==> src/rtl/aesl_deadlock_pkg.sv <==
// ============================================================================
// Module   : aesl_deadlock_pkg
// Purpose  : Shared types and defaults for the deadlock event recorder:
//            FSM state encoding, default event-entry layout, width helper.
// Revision : 1.0 - initial release
// ============================================================================
`default_nettype none

package aesl_deadlock_pkg;

  localparam int DEF_PROC_NUM       = 2;
  localparam int DEF_LOG_DEPTH      = 8;
  localparam int DEF_CONFIRM_CYCLES = 16;
  localparam int DEF_TS_W           = 32;

  // Index width for an N-wide one-hot; never narrower than one bit
  function automatic int idx_width(input int n);
    return (n > 1) ? $clog2(n) : 1;
  endfunction

  localparam int DEF_IDX_W = idx_width(DEF_PROC_NUM);

  typedef enum logic [1:0] {
    ST_IDLE      = 2'd0,
    ST_PENDING   = 2'd1,
    ST_CONFIRMED = 2'd2
  } dl_state_e;

  // Event entry at default widths; the top re-declares it at its own widths
  typedef struct packed {
    logic [DEF_IDX_W-1:0]    origin_idx;
    logic [DEF_PROC_NUM-1:0] dl_vec;
    logic [DEF_TS_W-1:0]     timestamp;
  } dl_entry_t;

endpackage

`default_nettype wire

==> src/rtl/aesl_dl_event_fifo.sv <==
// ============================================================================
// Module   : aesl_dl_event_fifo
// Purpose  : Synchronous first-word-fall-through FIFO of event entries.
//            A push while full is accepted only when a pop frees a slot in
//            the same cycle; a pop while empty is ignored.
// Revision : 1.0 - initial release
// ============================================================================
`default_nettype none

module aesl_dl_event_fifo
  import aesl_deadlock_pkg::*;
#(
  parameter int  DEPTH   = DEF_LOG_DEPTH,
  parameter type ENTRY_T = dl_entry_t,
  localparam int AW      = $clog2(DEPTH)
) (
  input  logic          clk_i,
  input  logic          rst_i,
  input  logic          push_i,
  input  ENTRY_T        push_data_i,
  input  logic          pop_i,
  output ENTRY_T        head_o,
  output logic          full_o,
  output logic          empty_o,
  output logic [AW:0]   count_o
);

  logic [AW-1:0] wr_ptr_q;
  logic [AW-1:0] rd_ptr_q;
  logic [AW:0]   count_q;
  ENTRY_T        mem_q [DEPTH];

  logic do_pop;
  logic do_push;

  assign empty_o = (count_q == '0);
  assign full_o  = (count_q == (AW+1)'(DEPTH));
  assign do_pop  = pop_i && !empty_o;
  assign do_push = push_i && (!full_o || do_pop);

  // Pointer and occupancy bookkeeping; pointers wrap naturally (DEPTH = 2^AW)
  always_ff @(posedge clk_i or posedge rst_i) begin
    if (rst_i) begin
      wr_ptr_q <= '0;
      rd_ptr_q <= '0;
      count_q  <= '0;
    end else begin
      if (do_push) wr_ptr_q <= wr_ptr_q + AW'(1);
      if (do_pop)  rd_ptr_q <= rd_ptr_q + AW'(1);
      case ({do_push, do_pop})
        2'b10:   count_q <= count_q + (AW+1)'(1);
        2'b01:   count_q <= count_q - (AW+1)'(1);
        default: count_q <= count_q;
      endcase
    end
  end

  // Entry storage; contents are don't-care until written
  always_ff @(posedge clk_i) begin
    if (do_push) mem_q[wr_ptr_q] <= push_data_i;
  end

  assign head_o  = mem_q[rd_ptr_q];
  assign count_o = count_q;

endmodule

`default_nettype wire

==> src/rtl/aesl_deadlock_event_recorder.sv <==
// ============================================================================
// Module   : aesl_deadlock_event_recorder
// Purpose  : Confirms a deadlock once the global flag has been high for
//            CONFIRM_CYCLES consecutive samples, logs a timestamped snapshot
//            of the first sample into a FIFO, and raises a stop request while
//            the confirmed deadlock persists.
// Revision : 1.0 - initial release
// ============================================================================
`default_nettype none

module aesl_deadlock_event_recorder
  import aesl_deadlock_pkg::*;
#(
  parameter int  PROC_NUM       = DEF_PROC_NUM,
  parameter int  LOG_DEPTH      = DEF_LOG_DEPTH,
  parameter int  CONFIRM_CYCLES = DEF_CONFIRM_CYCLES,
  parameter int  TS_W           = DEF_TS_W,
  localparam int IDX_W          = idx_width(PROC_NUM),
  localparam int CNT_W          = $clog2(LOG_DEPTH) + 1
) (
  input  logic                clock_i,
  input  logic                reset_i,
  input  logic [PROC_NUM-1:0] dl_in_vec_i,
  input  logic                dl_detect_out_i,
  input  logic [PROC_NUM-1:0] origin_i,
  input  logic                token_clear_i,
  input  logic                rd_en_i,
  output logic                rd_valid_o,
  output logic [IDX_W-1:0]    rd_origin_idx_o,
  output logic [PROC_NUM-1:0] rd_dl_vec_o,
  output logic [TS_W-1:0]     rd_timestamp_o,
  output logic [CNT_W-1:0]    log_count_o,
  output logic                stop_req_o,
  output logic                overflow_o,
  output logic                origin_err_o,
  output logic [7:0]          spurious_cnt_o
);

  localparam int                CONF_W   = $clog2(CONFIRM_CYCLES);
  localparam logic [CONF_W-1:0] CONF_LAST = CONF_W'(CONFIRM_CYCLES - 1);

  typedef struct packed {
    logic [IDX_W-1:0]    origin_idx;
    logic [PROC_NUM-1:0] dl_vec;
    logic [TS_W-1:0]     timestamp;
  } entry_t;

  dl_state_e         state_q;
  dl_state_e         state_d;
  logic [CONF_W-1:0] conf_cnt_q;
  logic [TS_W-1:0]   ts_q;
  entry_t            cap_q;
  logic [7:0]        spur_q;
  logic              ovf_q;
  logic              oerr_q;

  logic              capture;
  logic              abort;
  logic              push_req;
  logic              stop_req;
  logic [IDX_W-1:0]  enc_idx;

  entry_t            head;
  logic              fifo_full;
  logic              fifo_empty;
  logic [CNT_W-1:0]  fifo_count;

  // Lowest-set-bit encoder for the origin one-hot (0 when no bit is set)
  always_comb begin
    enc_idx = '0;
    for (int i = PROC_NUM - 1; i >= 0; i--) begin
      if (origin_i[i]) enc_idx = IDX_W'(i);
    end
  end

  // FSM state register
  always_ff @(posedge clock_i or posedge reset_i) begin
    if (reset_i) state_q <= ST_IDLE;
    else         state_q <= state_d;
  end

  // FSM next-state logic; token_clear only aborts an unconfirmed candidate
  always_comb begin
    state_d = state_q;
    case (state_q)
      ST_IDLE: begin
        if (dl_detect_out_i) state_d = ST_PENDING;
      end
      ST_PENDING: begin
        if (!dl_detect_out_i || token_clear_i) state_d = ST_IDLE;
        else if (conf_cnt_q == CONF_LAST)      state_d = ST_CONFIRMED;
      end
      ST_CONFIRMED: begin
        if (!dl_detect_out_i) state_d = ST_IDLE;
      end
      default: state_d = ST_IDLE;
    endcase
  end

  // FSM outputs; stop_req decodes the state so it drops with async reset
  always_comb begin
    capture  = (state_q == ST_IDLE) && dl_detect_out_i;
    abort    = (state_q == ST_PENDING) && (!dl_detect_out_i || token_clear_i);
    push_req = (state_q == ST_PENDING) && dl_detect_out_i && !token_clear_i &&
               (conf_cnt_q == CONF_LAST);
    stop_req = (state_q == ST_CONFIRMED);
  end

  // Free-running timestamp, confirm counter and first-sample snapshot
  always_ff @(posedge clock_i or posedge reset_i) begin
    if (reset_i) begin
      ts_q       <= '0;
      conf_cnt_q <= '0;
      cap_q      <= '0;
    end else begin
      ts_q <= ts_q + TS_W'(1);
      if (capture) begin
        conf_cnt_q       <= CONF_W'(1);
        cap_q.origin_idx <= enc_idx;
        cap_q.dl_vec     <= dl_in_vec_i;
        cap_q.timestamp  <= ts_q;
      end else if ((state_q == ST_PENDING) && !abort && !push_req) begin
        conf_cnt_q <= conf_cnt_q + CONF_W'(1);
      end
    end
  end

  // Spurious-candidate counter (saturating) and sticky error flags
  always_ff @(posedge clock_i or posedge reset_i) begin
    if (reset_i) begin
      spur_q <= '0;
      ovf_q  <= 1'b0;
      oerr_q <= 1'b0;
    end else begin
      if (abort && (spur_q != 8'hFF)) spur_q <= spur_q + 8'd1;
      if (push_req && fifo_full && !rd_en_i) ovf_q <= 1'b1;
      if (capture && !$onehot(origin_i)) oerr_q <= 1'b1;
    end
  end

  aesl_dl_event_fifo #(
    .DEPTH   (LOG_DEPTH),
    .ENTRY_T (entry_t)
  ) u_fifo (
    .clk_i       (clock_i),
    .rst_i       (reset_i),
    .push_i      (push_req),
    .push_data_i (cap_q),
    .pop_i       (rd_en_i),
    .head_o      (head),
    .full_o      (fifo_full),
    .empty_o     (fifo_empty),
    .count_o     (fifo_count)
  );

  // Head fields read as zero while the log is empty
  assign rd_valid_o      = !fifo_empty;
  assign rd_origin_idx_o = fifo_empty ? '0 : head.origin_idx;
  assign rd_dl_vec_o     = fifo_empty ? '0 : head.dl_vec;
  assign rd_timestamp_o  = fifo_empty ? '0 : head.timestamp;
  assign log_count_o     = fifo_count;
  assign stop_req_o      = stop_req;
  assign overflow_o      = ovf_q;
  assign origin_err_o    = oerr_q;
  assign spurious_cnt_o  = spur_q;

endmodule

`default_nettype wire

==> config.mk <==
export PLATFORM = sky130hd
export DESIGN_NAME = aesl_deadlock_event_recorder
export DESIGN_NICKNAME = d
export VERILOG_FILES = /design/src/rtl/aesl_deadlock_pkg.sv /design/src/rtl/aesl_dl_event_fifo.sv /design/src/rtl/aesl_deadlock_event_recorder.sv
export SDC_FILE = /design/constraint.sdc
export NUM_CORES = 1
export LEC_CHECK = 0
export CORE_MARGIN = 1.5
export CORE_UTILIZATION = 54
export CTS_CLUSTER_SIZE = 24
export DETAILED_ROUTE_END_ITERATION = 16
export PLACE_DENSITY_LB_ADDON = 0.15
export SETUP_SLACK_MARGIN = 0.5
export SLEW_MARGIN = 15
export SYNTH_ARGS = -nofsm -noshare
export SYNTH_HDL_FRONTEND = slang
export SYNTH_SLANG_ARGS = --single-unit
export TNS_END_PERCENT = 100
==> constraint.sdc <==
create_clock -name clock_i -period 4.8 [get_ports clock_i]
set_input_delay 0.96 -clock clock_i [delete_from_list [all_inputs] [get_ports clock_i]]
set_output_delay 0.96 -clock clock_i [all_outputs]
set_load 0.1 [all_outputs]
# == After elaboration in Yosys (flattened, before gate mapping) ==
# Memory sizes are Yosys's and may differ from the RTL's.
# Index checks and enable logic that the tools add are counted.
# word_totals
ff_bits,93
latchBits,0
ram_bits,280
rom_bits,0
input_bits,9
out_inout_bits,51
wordCells,75
n_memories,1
# op_classes
addsub,8
mul,0
n_div,0
n_lt_le_gt_ge,0
n_eq_ne,11
shift,0
muxes,15
n_bitwise,0
reduce_logical,28
# mem_list
name,depth,width,rd,rd_ports_with_merged_regs,write_ports,line,rtl
u_fifo.mem_q,8,35,1,0,1,aesl_dl_event_fifo.sv:31,ENTRY_T mem_q [DEPTH];
# ops
op,n
$add A32 B1 Y32 const B,1
$mux W32,1
$logic_and A1 B1 Y1,13
$mux W2,5
$add A4 B1 Y4 const B,2
$add A8 B1 Y8 const B,1
$eq A4 B4 Y1 const B,2
$logic_not A1 Y1,8
$mux W4,2
$ne A8 B8 Y1 const B,1
$pmux W4 S2,1
$add A3 B1 Y3 const B,2
$eq A2 B1 Y1 const B,3
$pmux W2 S3,1
$mux W1,5
$eq A2 B2 Y1 const B,2
$logic_not A4 Y1,1
$ne A2 B2 Y1 const B,2
$reduce_bool A2 Y1,2
$sub A4 B1 Y4 const B,1
$ne A3 B1 Y1 const B,1
$reduce_and A3 Y1,1
$add A1 B1 Y2,1
$logic_not A2 Y1,1
$logic_or A1 B1 Y1,2

# == Logic depth before layout (Yosys ltp) ==
# Gate-level depths: netlist of the first run.
# logic_depth
word_depth,8
depth_mapped,8
mapped_depth_nobuf,8

# == Hierarchy ==
# Synthesis of the first run repeated with hierarchy kept, for this count alone.
# hier_totals
cells_unflattened,780
area_unflattened_um2,15150.8
# modules_own_cells
module,n_inst,cells_per_inst,area_each_um2,seq_area_each_um2
aesl_dl_event_fifo,1,477,11431.0,8658.3
aesl_deadlock_event_recorder,1,303,3719.8,2077.0

# == Least setup slack after synthesis of the first run ==
# No wires, ideal clock.
# synth_timing
path_kind,reg2reg
from,"reg u_fifo.count_q[2], in the netlist u_fifo.count_o[2]"
to,mem u_fifo.mem_q[0][0] (netlist bit) (enable)
setup_time_ns,0.515
t_arrival_ns,4.843
required_ns,4.285
setup_slack_ns,-0.557
path_stages_with_launch,6
path_buffers,1
synth_period_minus_slack_ns,5.357
path_cell_list,dfrtp_1 -> clkbuf_2 -> nor3_2 -> nand2_1 -> nand2_1 -> nor4_1
# synth_via
elab_chain_len,7
elab_cells_between_ends,9
classes_between,1 x eq/ne; 2 x mux; 6 x reduce/logical
# synth_lines
item,line,rtl
from (decl),aesl_dl_event_fifo.sv:30,logic [AW:0] count_q;
from (signal assigned),aesl_dl_event_fifo.sv:51,2'b10: count_q <= count_q + (AW+1)'(1);
from (signal assigned),aesl_dl_event_fifo.sv:52,2'b01: count_q <= count_q - (AW+1)'(1);
from (signal assigned),aesl_dl_event_fifo.sv:53,default: count_q <= count_q;
$logic_not A4 Y1,aesl_dl_event_fifo.sv:36,assign empty_o = (count_q == '0);
$logic_not A1 Y1,aesl_dl_event_fifo.sv:38,assign do_pop = pop_i && !empty_o;
$logic_and A1 B1 Y1,aesl_dl_event_fifo.sv:38,
$logic_or A1 B1 Y1 (*),aesl_dl_event_fifo.sv:39,assign do_push = push_i && (!full_o || do_pop);
$logic_and A1 B1 Y1 (*),aesl_dl_event_fifo.sv:39,
$mux W1 (*),aesl_dl_event_fifo.sv:60,if (do_push) mem_q[wr_ptr_q] <= push_data_i;
$mux W1 (implied by the code) (*),aesl_dl_event_fifo.sv:60,
to (decl),aesl_dl_event_fifo.sv:31,
# Mark *: on every way between the ends. The rest lies on a longest branch, timed or not.

# == Worst setup path after layout of the first run ==
# layout_timing
from,reg u_fifo.rd_ptr_q[0]
to,out rd_timestamp_o[22]
# layout_via
elab_chain_len,2
# layout_lines
item,line,rtl
from (decl),aesl_dl_event_fifo.sv:29,logic [AW-1:0] rd_ptr_q;
from (signal assigned),aesl_dl_event_fifo.sv:49,if (do_pop) rd_ptr_q <= rd_ptr_q + AW'(1);
$mem_v2 Z8 W35,-,
$mux W32,aesl_deadlock_event_recorder.sv:160,assign rd_timestamp_o = fifo_empty ? '0 : head.timestamp;
to (decl),aesl_deadlock_event_recorder.sv:31,"output logic [TS_W-1:0] rd_timestamp_o,"
# Every way passes these cells.

==> results of run 1 <==
-- metrics by stage --
stage	instance area [um^2]	utilization (%)	total power, uW	hold WS (ps)	std cells
6_report	16960	63.10	8439	453.8	1232
5_1_grt	16960	63.10	8737	505.8	1232
4_1_cts	16940	63.04	8527	461.2	1232
3_5_place_dp	15820	58.86	5876	448.2	1164
3_3_place_gp	15820	58.86	5834	439.3	1164
2_1_floorplan	14770	-	5436	437.8	775
-- power breakdown --
group	total [uW]	switching (uW)	internal (uW)
Combinational	1950	1290	665
Sequential	3820	295	3530
Clock	2660	1130	1540
Total	8440	2710	5730
-- per-layer routing --
| metal | track usage [%] | vias up |
|---|---|---|
| met3 | 3.056 | 40 |
| met1 | 28.78 | 3790 |
| met2 | 35.34 | 155 |
| li1 | - | 3222 |
| met4 | 5.357 | 0 |
| met5 | 0 | - |
-- cell type report --
type / count / area, um^2 / share of cell area (%)
Clock inverter: 9 / 47.55 / 0.2804
Tap cell: 341 / 426.7 / 2.516
Clock buffer: 59 / 1071 / 6.315
Sequential cell: 373 / 10740 / 63.34
Multi-Input combinational cell: 358 / 3889 / 22.93
Inverter: 11 / 43.79 / 0.2582
Timing Repair Buffer: 81 / 739.5 / 4.360
-- flip-flops by register name (all words and copies together) (netlist names) --
register	count
u_fifo.mem_q	280
cap_q	35
ts_q	32
spurious_cnt_o	8
conf_cnt_q	4
u_fifo.count_o	4
u_fifo.rd_ptr_q	3
u_fifo.wr_ptr_q	3
state_q	2
origin_err_o	1
overflow_o	1
-- cells by family after synthesis --
| kind of cell | Yosys count |
|---|---|
| AOI/OAI and AO/OA | 14 |
| xor gates and xnor gates | 46 |
| adders and majority gates | 7 |
| buffers and inverters | 44 |
| DFF | 373 |
| muxes | 144 |
| and+or+nand+nor | 147 |
-- path summary, 6_finish.rpt --
kind                                                start                       endpoint
max                        u_fifo.rd_ptr_q[0]$_DFFE_PP0P_             rd_timestamp_o[22]
max reg2reg                     conf_cnt_q[0]$_DFFE_PP0P_  u_fifo.mem_q[5][11]$_DFFE_PP_
max in group asynchronous                         reset_i             ts_q[28]$_DFF_PP0_
min reg2reg                      origin_err_o$_DFFE_PP0P_       origin_err_o$_DFFE_PP0P_
min                              origin_err_o$_DFFE_PP0P_       origin_err_o$_DFFE_PP0P_
min in group asynchronous                         reset_i          cap_q[26]$_DFFE_PP0P_
-- synth_stat cells (2+ instances only) --
master	count	area (um^2)
nor2_1	51	191.4
xor2_1	28	245.2
nor2b_1	3	18.77
nor3_2	2	20.02
buf_4	2	15.01
buf_2	18	90.09
xnor2_1	18	157.7
mux2i_1	35	350.3
clkbuf_1	10	37.54
edfxtp_1	280	8408
inv_1	11	41.29
nand4_1	9	56.30
nor4_2	2	25.02
nand2_1	19	71.32
dfrtp_1	93	2327
ha_1	7	87.58
nor3_1	21	105.1
mux2_2	35	394.1
and4_1	4	35.03
nor4_1	3	18.77
mux4_2	70	1577
mux2_1	3	33.78
and3_1	3	18.77
a21oi_2	2	17.52
a21oi_1	3	15.01
nand2b_1	4	25.02
nand3_1	15	75.07
-- critical path, cell delays in order, from the launching register on --
cell             delay, ps
dfrtp_4                860
mux4_2                 580
mux2i_1                190
nor2_1                  60
clkdlybuf4s50_1        970
==> flow_summary.yaml, run 1 <==
status:
  status: "finished, final reports clean"
routing:
  ant_nets: 0
  met3_length_um: 1245
  vias: 7207
  drt_pass1_iterations: 4
  wl_um: 27870
  drt_iter0_markers: 528
  via_per_inst: 5.850
  met1_length_um: 12100
  routed.top_layer: "met4"
  wl_per_cell_um: 22.62
  drc: 0
  met2WireLength_um: 14050
final_layout:
  finalNetCount: 879
  fill_cells: 1916
  diodes: 0
  final_common_cell: "edfxtp_1"
  layout_common_cells: "edfxtp_1, dfrtp_1, mux4_2"
  drive_above_1_share_pct: 25.25
  area_growth_pct: 14.91
setup_path:
  ff2ff_setup_slack_ps: 2010
  end_kind: "output pin"
  cp_max_fo: 31
  crit_type: "flop to output pin"
  crit_arrival_ps: 3170
  r2r_cells: 6
  startpoint_type: "flop"
  cp.required_ps: 3840
floorplan:
  fp.dieH_um: 168.3
  die_w_um: 168.3
  initial_core_util_pct: 54.91
  num_rows: 60
  core_region_area_um2: 26880
  dieArea_um2: 28330
  ioPinCount: 60
power_and_ir_drop:
  power-per-cell-area_nw_per_um2: 497.6
  peakVddDrop_mv: 0.5013
  p_leak_uw: 0.006801
placement:
  hpwl_um: 16190
  place_ws_ps: 961.0
  numPortBuffers: 59
  place.gp.congestion: 0.7489
grt:
  antenna_found_initial: 0
  grt_pass1_vias: 7803
  track_usage_pct: 20.86
  grt_pass1_wl_um: 44680
  grt_max_degree: 71
  grt_overflow: 0
sta:
  finalClockSkew_ps: 11.70
  fin_crit_sh_pct: 86.08
  rsz0062_at_grt: "false"
  setup_viol: 0
  finalCriticalPeriod_ps: 4132
  slew_violations: 0
  finalHoldViolCount: 0
  tns_ps: 0
  slew_headroom_pct: 32.74
  worst_pin_slew_ps: 1006
  setup_slack_ps: 668.2
  fmax_mhz: 242.0
clocking:
  clkLatencyLatePin_ps: 510
  cts_inserted_buffers: 38
  cts.hold.buffers_added: 0
  clk_pin_slew_ps: 60
  clockRootBuffer: "clkbuf_16"
  clk_path_buf_depth: 3
  clock_sinks: 373
  htree_levels: 2
  cts_resized: 1
  cts_tree: "yes"
  cts_setup_buffers: 0
synth:
  ys_ff_latch: 373
  synthMuxAreaShare_pct: 16.06
  syn_area_um2: 14760
  ys.flop_type: "edfxtp_1"
  synth_top_family_by_area: "multiplexers"
  synth_xor_area_share_pct: 2.730
  yosysSeqAreaShare_pct: 72.74
  ys_async_sr_fraction_pct: 24.93
  synth-compound-area-share_pct: 0.9580
  synth_fa_ha_area_share_pct: 0.5935
  syn_avg_cell_area_um2: 19.04
  syn-num-nets: 791
  ys_types: 51
  ys_warn_count: 0
  synth-simple-area-share_pct: 5.536
  synth_edf_count: 280
  syn_inst: 775
min_path:
  hold_class: "flop to flop"
  worstHoldPathCells: 1
job:
  cap_violations: 0
(Power assumes the default switching activity.)
==> inputs of run 2 (changes only) <==
==> constraint.sdc (replaced) <==
create_clock -name clock_i -period 3.8 [get_ports clock_i]
set_input_delay 0.76 -clock clock_i [delete_from_list [all_inputs] [get_ports clock_i]]
set_output_delay 0.76 -clock clock_i [all_outputs]
set_load 0.1 [all_outputs]
==> flow_summary.yaml, run 2 (synthesis results as in run 1) <==
status:
  status: "finished, final reports clean"
placement:
  hpwl_um: 16180
  numPortBuffers: 59
  place.gp.congestion: 0.8364
routing:
  drt_iter0_markers: 419
  vias: 7226
  drc: 0
  met1_length_um: 11860
  routed.top_layer: "met4"
  via_per_inst: 5.880
  met3_length_um: 1395
  met2WireLength_um: 13750
  wl_um: 27560
  wl_per_cell_um: 22.42
  drt_pass1_iterations: 4
  ant_nets: 0
setup_path:
  end_kind: "output pin"
  cp_max_fo: 15
  cp.required_ps: 3040
  crit_type: "flop to output pin"
  crit_arrival_ps: 2470
  startpoint_type: "flop"
  ff2ff_setup_slack_ps: 1360
  r2r_cells: 6
  crit_buf_inv: 2
  path_depth: 5
  crit_chain: "buf_6, mux4_2, mux2i_2, nor2_2, buf_4"
  cp_top_family: "multiplexers"
  timing.rr.end: "u_fifo.mem_q[3][16]$_DFFE_PP_"
  slowest_delay_ps: 550
  cp-startpoint: "u_fifo.rd_ptr_q[0]$_DFFE_PP0P_"
  reg2reg_from: "conf_cnt_q[0]$_DFFE_PP0P_"
  slowest_stage: "mux4_2"
power_and_ir_drop:
  peakVddDrop_mv: 0.7720
  power.total_uw: 12620
  power-per-cell-area_nw_per_um2: 728.2
  p_leak_uw: 0.006704
floorplan:
  die_w_um: 168.3
  dieArea_um2: 28330
  core_region_area_um2: 26880
  initial_core_util_pct: 54.91
  num_rows: 60
  fp.dieH_um: 168.3
  ioPinCount: 60
sta:
  fin_crit_sh_pct: 84.92
  fmax_mhz: 309.9
  finalCriticalPeriod_ps: 3227
  finalClockSkew_ps: 12.28
  slew_violations: 0
  tns_ps: 0
  rsz0062_at_grt: "true"
  hold_ws_ps: 455.1
  setup_viol: 0
  finalHoldViolCount: 0
  slew_headroom_pct: 34.35
  worst_pin_slew_ps: 981.6
clocking:
  clk_pin_slew_ps: 60
  clk_path_buf_depth: 3
  cts_inserted_buffers: 37
  clock_sinks: 373
  cts_tree: "yes"
  htree_levels: 2
  clockRootBuffer: "clkbuf_16"
  clkLatencyLatePin_ps: 500
min_path:
  hold_class: "flop to flop"
  hold_end: "origin_err_o$_DFFE_PP0P_"
  hold_start: "origin_err_o$_DFFE_PP0P_"
  worstHoldPathCells: 1
grt:
  antenna_found_initial: 0
  grt_pass1_vias: 7614
  grt_pass1_wl_um: 43600
  track_usage_pct: 20.50
  grt_max_degree: 50
  grt_overflow: 0
final_layout:
  area_growth_pct: 17.42
  largest_register_ffs: 280
  diodes: 0
  layout_common_cells: "edfxtp_1, dfrtp_1, mux4_2"
  drive_above_1_share_pct: 32.21
  final_common_cell: "edfxtp_1"
  finalNetCount: 878
  top_regs: "u_fifo.mem_q x280, cap_q x35, ts_q x32"
  top_register: "u_fifo.mem_q"
job:
  cap_violations: 0
[run 2: worst max path at each step]
stage                                     to  slack (ps)
3_5_place_dp   u_fifo.mem_q[3][16]$_DFFE_PP_         660
3_3_place_gp   u_fifo.mem_q[3][15]$_DFFE_PP_         730
5_1_grt                   rd_timestamp_o[29]         490
2_1_floorplan   u_fifo.mem_q[7][0]$_DFFE_PP_          30
6_report                  rd_timestamp_o[29]         570
4_1_cts                   rd_timestamp_o[29]         530
[run 2: stage by stage]
step	area (um^2)	std cells	utilization, %	setup slack [ps]
after CTS	17320	1229	64.46	526.1
after floorplan	14880	775	-	27.17
after detailed placement	16000	1161	59.53	657.1
final	17330	1229	64.48	573.2
after global placement	16000	1161	59.53	733.9
after global routing	17330	1229	64.48	490.3
[run 2: layer usage]
metal,vias up,GRT usage (%)
met5,-,0
met1,3767,27.78
met4,0,5.745
met3,45,3.785
met2,195,34.51
li1,3219,-
[run 2: area by class of cell]
class	instances	area (um^2)
Sequential cell	373	10740
Fill cell	1824	9547
Clock buffer	50	1047
Multi-Input combinational cell	358	3999
Clock inverter	15	251.5
Timing Repair Buffer	81	817.0
Inverter	11	43.79
Tap cell	341	426.7
[run 2: power breakdown]
group | switching (uW) | total [uW] | internal (uW) | leakage (uW)
Combinational | 2790 | 4060 | 1270 | 0.00190
Sequential | 285 | 4740 | 4460 | 0.00417
Clock | 1410 | 3820 | 2410 | 0.000638
[run 2: repair_timing]
action / in CTS / in global routing
setup endpoints to repair: 11 / 3
gates resized for setup: 1 / 2
setup buffers: 3 / 0
hold buffers: 0 / 0
